===== config.mk =====
export PLATFORM = sky130hd
export DESIGN_NAME = status_flag_unit
export DESIGN_NICKNAME = d
export VERILOG_FILES = /design/src/rtl/arm_pkg.sv /design/src/rtl/flag_calc.sv /design/src/rtl/status_flag_unit.sv
export SDC_FILE = /design/constraint.sdc
export NUM_CORES = 1
export LEC_CHECK = 0
export BUFFER_PORTS_ARGS = -buffer_cell sky130_fd_sc_hd__buf_4
export CORE_ASPECT_RATIO = 1.5
export CORE_UTILIZATION = 23
export DETAILED_ROUTE_END_ITERATION = 10
export GPL_TIMING_DRIVEN = 0
export PLACE_DENSITY = 0.87
export SETUP_SLACK_MARGIN = 0.3
export SLEW_MARGIN = 20
export SYNTH_ARGS = -nofsm -noshare
export SYNTH_HDL_FRONTEND = slang
export SYNTH_SLANG_ARGS = --single-unit
export TNS_END_PERCENT = 10

===== constraint.sdc =====
create_clock -name clk -period 1.8 [get_ports clk]
set_clock_uncertainty 0.1 [all_clocks]
set_input_delay 0.36 -clock clk [delete_from_list [all_inputs] [get_ports clk]]
set_output_delay 0.36 -clock clk [all_outputs]
set_load 0.1 [all_outputs]

===== src/rtl/arm_pkg.sv =====
// arm_pkg: shared ALU command codes and NZCV flag bit positions.
package arm_pkg;
    typedef enum logic [3:0] {
        EXE_MOV = 4'b0001,
        EXE_ADD = 4'b0010,
        EXE_ADC = 4'b0011,
        EXE_SUB = 4'b0100,
        EXE_SBC = 4'b0101,
        EXE_AND = 4'b0110,
        EXE_ORR = 4'b0111,
        EXE_EOR = 4'b1000,
        EXE_MVN = 4'b1001
    } exe_cmd_e;
    localparam int FLAG_N = 3;
    localparam int FLAG_Z = 2;
    localparam int FLAG_C = 1;
    localparam int FLAG_V = 0;
endpackage


===== src/rtl/flag_calc.sv =====
// flag_calc: combinational next-NZCV from the EXE-stage ALU result.
module flag_calc
    import arm_pkg::*;
#(
    parameter int DATA_W = 32
) (
    input  logic [3:0]        exe_cmd,
    input  logic [DATA_W-1:0] alu_a,
    input  logic [DATA_W-1:0] alu_b,
    input  logic [DATA_W-1:0] alu_res,
    input  logic              alu_cout,
    input  logic              c_in,
    input  logic              v_in,
    output logic [3:0]        flags
);
    logic is_add, is_sub, a_s, b_s, r_s, unused_bits;
    assign unused_bits = ^{alu_a[DATA_W-2:0], alu_b[DATA_W-2:0]};
    always_comb begin
        is_add = (exe_cmd == EXE_ADD) || (exe_cmd == EXE_ADC);
        is_sub = (exe_cmd == EXE_SUB) || (exe_cmd == EXE_SBC);
        a_s    = alu_a[DATA_W-1];
        b_s    = alu_b[DATA_W-1];
        r_s    = alu_res[DATA_W-1];
        flags[FLAG_N] = r_s;
        flags[FLAG_Z] = (alu_res == '0);
        flags[FLAG_C] = (is_add || is_sub) ? alu_cout : c_in;
        flags[FLAG_V] = is_add ? ((a_s == b_s) && (r_s != a_s)) :
                        is_sub ? ((a_s != b_s) && (r_s != a_s)) : v_in;
    end
endmodule


===== src/rtl/status_flag_unit.sv =====
// status_flag_unit: NZCV status register with shadow, sticky V and optional SR_FWD_EN bypass.
module status_flag_unit
    import arm_pkg::*;
#(
    parameter int DATA_W = 32
) (
    input  logic              clk,
    input  logic              rst,
    input  logic [3:0]        exe_cmd,
    input  logic [DATA_W-1:0] alu_a,
    input  logic [DATA_W-1:0] alu_b,
    input  logic [DATA_W-1:0] alu_res,
    input  logic              alu_cout,
    input  logic              valid,
    input  logic              s_bit,
    input  logic              cond_pass,
    input  logic              freeze,
    input  logic              flush,
    input  logic              save,
    input  logic              restore,
    input  logic              clr_sticky,
    output logic [3:0]        sr,
    output logic [3:0]        sr_shadow,
    output logic              sticky_v
);
    logic [3:0] sr_q, sr_d, shadow_q, shadow_d, nzcv;
    logic       sticky_q, sticky_d, commit;
    flag_calc #(.DATA_W(DATA_W)) u_calc (
        .exe_cmd (exe_cmd),
        .alu_a   (alu_a),
        .alu_b   (alu_b),
        .alu_res (alu_res),
        .alu_cout(alu_cout),
        .c_in    (sr_q[FLAG_C]),
        .v_in    (sr_q[FLAG_V]),
        .flags   (nzcv)
    );
    always_comb begin
        commit   = valid & s_bit & cond_pass & ~freeze & ~flush;
        sr_d     = (restore & ~freeze) ? shadow_q : commit ? nzcv : sr_q;
        shadow_d = (save & ~freeze) ? sr_q : shadow_q;
        sticky_d = (commit & nzcv[FLAG_V]) | (sticky_q & ~(clr_sticky & ~freeze));
    end
    always_ff @(posedge clk) begin
        if (rst) begin
            sr_q     <= '0;
            shadow_q <= '0;
            sticky_q <= 1'b0;
        end else begin
            sr_q     <= sr_d;
            shadow_q <= shadow_d;
            sticky_q <= sticky_d;
        end
    end
`ifdef SR_FWD_EN
    assign sr = (commit & ~restore) ? nzcv : sr_q;
`else
    assign sr = sr_q;
`endif
    assign sr_shadow = shadow_q;
    assign sticky_v  = sticky_q;
endmodule


* After elaboration in Yosys (flattened, before gate mapping)
Index checks and enable logic that the tools add are counted.
** Word-level totals
- Register bits after elaboration :: 9
- Input port bits :: 111
- Output and inout port bits :: 9
- Word-level logic and storage cells :: 38
** Operators by class
- Equal/unequal tests :: 7
- Mux-type cells :: 5
- Bitwise operators :: 13
- Reductions and logical operators :: 9
** Operator list (number)
- $logic_not 32->1 :: 1
- $and 1x1->1 :: 9
- $eq 4x2->1 const B :: 2
- $eq 4x3->1 const B :: 2
- $mux 4 :: 2
- $reduce_bool 2->1 :: 2
- $logic_or 1x1->1 :: 3
- $mux 1 :: 3
- $not 1->1 :: 3
- $logic_and 1x1->1 :: 2
- $ne 1x1->1 :: 2
- $reduce_and 2->1 :: 1
- $eq 1x1->1 :: 1
- $or 1x1->1 :: 1

* Logic depth before layout (Yosys ltp)
- Depth after elaboration :: 6
- Gate-level depth with buffers :: 4

* Hierarchy
A second synthesis with hierarchy kept.
** Unflattened totals
- Cell total of the unflattened synthesis :: 75
- Area, all modules :: 640.6 µm²
** By module, submodules not included
- status_flag_unit :: instances 1, cells an instance 48, area each 455.4 µm²
- flag_calc :: instances 1, cells an instance 27, area each 185.2 µm²

* Worst setup path after synthesis
No wires, ideal clock.
- Path kind :: input to register
- Start point :: input alu_res[13]
- End point :: register sr_q[2] (netlist: sr[2])
- Library setup time :: 58 ps
- Data arrival time :: 1475 ps
- Data required time :: 1642 ps
- Path slack :: 167 ps
- Stages :: 4
- Buffers on the path :: 0
- Cells stage by stage :: or4_1 -> or4_1 -> nor3_2 -> o21a_1
** On the way
- Word-level cells in the longest chain between the ends :: 3
** Ends and longest elaborated chain
- start: declaration :: line status_flag_unit.sv:12 : input logic [DATA_W-1:0] alu_res,
- $logic_not 32->1 :: line flag_calc.sv:25 : flags[FLAG_Z] = (alu_res == '0);
- $mux 4 (2 in a row) :: line status_flag_unit.sv:40 : sr_d = (restore & ~freeze) ? shadow_q : commit ? nzcv : sr_q;
- end signal: assignment :: line status_flag_unit.sv:50 : sr_q <= sr_d;
- end: declaration :: line status_flag_unit.sv:26 : logic [3:0] sr_q, sr_d, shadow_q, shadow_d, nzcv;
No other way between the ends. The select of a mux whose other input is x is not followed.
A chain may end at the register's enable or synchronous reset.

* Worst setup path in the final report
Same ends and word-level chain as after synthesis.

==> results.txt <==
Clock H-tree levels - 1
Buffers on Ports - 55
Initial core utilization - 0.2432
CP Buf/Inv Count - 1
Post-Syn Instances - 65
Die W - 41.45 microns
CTS tree - built
Max Root-Sink Buffers - 2
Antenna violations before repair - 0
Worst path required time - 1.90 ns
Slew @ Worst Pin - 0.5142 ns
Count of final setup violators - 0
Routed WL per cell - 12.54 microns
Hold Buf Count CTS - 0
TritonCTS buffer count - 3
Nets - 236
Worst Hold Launch - alu_res[31]
DRT antenna net count - 0
Period utilisation layout - 0.8524
Most common library cell in the layout ignoring fill and taps - buf_4
Seq/Total Area, Yosys - 0.3357
Global-route wire length before repair - 2773 microns
VDD IR max - 0.2384 mV
CTS Sinks - 9
Via Count - 753
Root Driver - clkbuf_4
Core ar. - 2207 sq um
Initial DRT Pass Iterations - 4
Crit path launch - alu_res[13]
Highest net fanout along the worst path - 1
Slowest-stage cell, CP - or4_1
PD cells - 527.3 nW/um^2
Status - completed
Final Hold Viols - 0
CP dominant cell by count - or4_1
Initial DRC count - 9
Hold slack - 0.3082 ns
Gpl congestion - 0.8560
Power Total - 530.4 uW
Max-slew headroom - 0.6563
Reg clk slew, reported paths - 0.06 ns
Vias in the first global route - 754
Yosys synthesis warning count - 0
Core Rows - 21
Syn Area/Cell - 8.258 sq um
CP max stage delay - 0.50 ns
Crit start category - input pin
CP endpoint kind - flop
Area delta synth->final - 87.41%
Unrepaired setup endpoints after global routing - yes
Clock Latency Late Sink - 0.25 ns
Post-route insts no fill - 147
Cell Chain, Critical Path - buf_4, or4_1, or4_1, nor3_2, o21a_1
Commonest cells after routing, fill and taps aside - buf_4 (57), dfxtp_1 (9), nor2_1 (8), nor4_1 (8)
Setup TNS - 0 ns
R2R Path Start - sr[0]
Final wirelength - 1843 microns
Crit path time final - 1.534 ns
Max frequency - 651.8 MHz
Ant diodes - 0
Die Area - 2535 sq um
Layout cells sized above 1 - 0.4919
Post-Syn Area - 536.8 sq um
Placed Instances - 143
Synthesis-stage register bit count - 9
CP top delay family - simple AND/OR/NAND/NOR gates
Final Max Slew Viols - 0
DR DRC count - 0
Max-cap violations - 0
Final Util - 0.4558
Largest net degree at the start of global routing - 10
Die height - 61.17 microns
CP arrival - 1.63 ns
Remaining Overflow, GRT - 0
Critical path class - input pin to flop
Post-Syn Nets - 176
I/O pin cnt - 120
Vias/cell - 5.122
Leak - 0.0004535 uW
Synth unique cells - 28
Worst hold path class - input pin to flop
GRT Util Overall - 0.1485
-- routing by layer --
layer / wire length [microns] / track usage / vias to the layer above
met5: 0 / 0 / -
met4: 21 / 0.08295 / 0
met3: 197 / 0.04399 / 2
met2: 986 / 0.3080 / 55
met1: 638 / 0.1232 / 334
li1: - / - / 362
-- cell usage after synthesis --
library cell / count / share of area
buf_1: 1 / 0.0070
o221ai_1: 1 / 0.016
nor4_1: 8 / 0.093
nor3b_1: 1 / 0.014
nor3_2: 1 / 0.019
nor2_1: 8 / 0.056
inv_1: 5 / 0.035
a211oi_1: 1 / 0.014
clkbuf_1: 1 / 0.0070
a21oi_1: 1 / 0.0093
nand3_1: 1 / 0.0093
a311oi_1: 2 / 0.033
nand2_1: 1 / 0.0070
mux2i_1: 5 / 0.093
xnor2_1: 2 / 0.033
a2111oi_0: 1 / 0.016
o21a_1: 1 / 0.014
o22ai_1: 2 / 0.023
buf_4: 2 / 0.028
nand4_1: 1 / 0.012
nand3b_1: 1 / 0.014
or4_1: 2 / 0.028
nand4b_1: 1 / 0.016
o21bai_1: 1 / 0.014
o21ai_0: 2 / 0.019
nand2b_1: 1 / 0.012
dfxtp_1: 9 / 0.34
nor2b_1: 2 / 0.023
-- cells by family after synthesis --
logic type / after synthesis / synth area share
and+or+nand+nor: 28 / 0.3030
AOI/OAI and AO/OA: 12 / 0.1585
DFF: 9 / 0.3357
buffers and inverters: 9 / 0.07691
muxes: 5 / 0.09324
xor gates and xnor gates: 2 / 0.03264
-- metrics by stage --
stage | setup slack (ns) | cell area [sq um]
finish | 0.2657 | 1006
global route | 0.2166 | 1006
CTS | 0.2656 | 1005
detailed placement | -0.00004208 | 978.4
global placement | 0.006318 | 978.4
floorplan | 0.1673 | 536.8
-- final timing paths --
path | to | slack [ns] | depth (start not counted)
worst min register to register | sticky_v | 0.41 | 2
worst max-delay path | sr[2] | 0.27 | 5
worst max register to register | sr[0] | 0.73 | 3
worst min-delay path | sr[3] | 0.31 | 3
-- what timing repair did --
item                                    4_1_cts  5_1_grt
buffers inserted                              0        0
gates resized for setup                       0        1
endpoints found under the setup margin        3        6
-- power by group --
part	switching (uW)	internal, uW	total [uW]
registers	4.64	205	209
logic	84.0	90.7	175
clock network	61.5	84.8	146
-- cell type report --
class / count / area [sq um]
Buffer: 4 / 22.52
Inverter: 5 / 18.77
Fill cell: 226 / 1201
Timing Repair Buffer: 55 / 412.9
Sequential cell: 9 / 180.2
Multi-Input combinational cell: 47 / 316.6
Tap cell: 23 / 28.78
Clock buffer: 4 / 26.28
-- worst register-to-register path, cell delays in order, from the launching register on --
cell and delay, ns:
dfxtp_1 0.40, o21bai_1 0.17, nor2_1 0.07, a311oi_1 0.25
-- registers in the layout, summed over array words and instances, names as in the netlist --
name,count
sr,4
sticky_v,1
sr_shadow,4
Power figures use the tool's default switching activity.
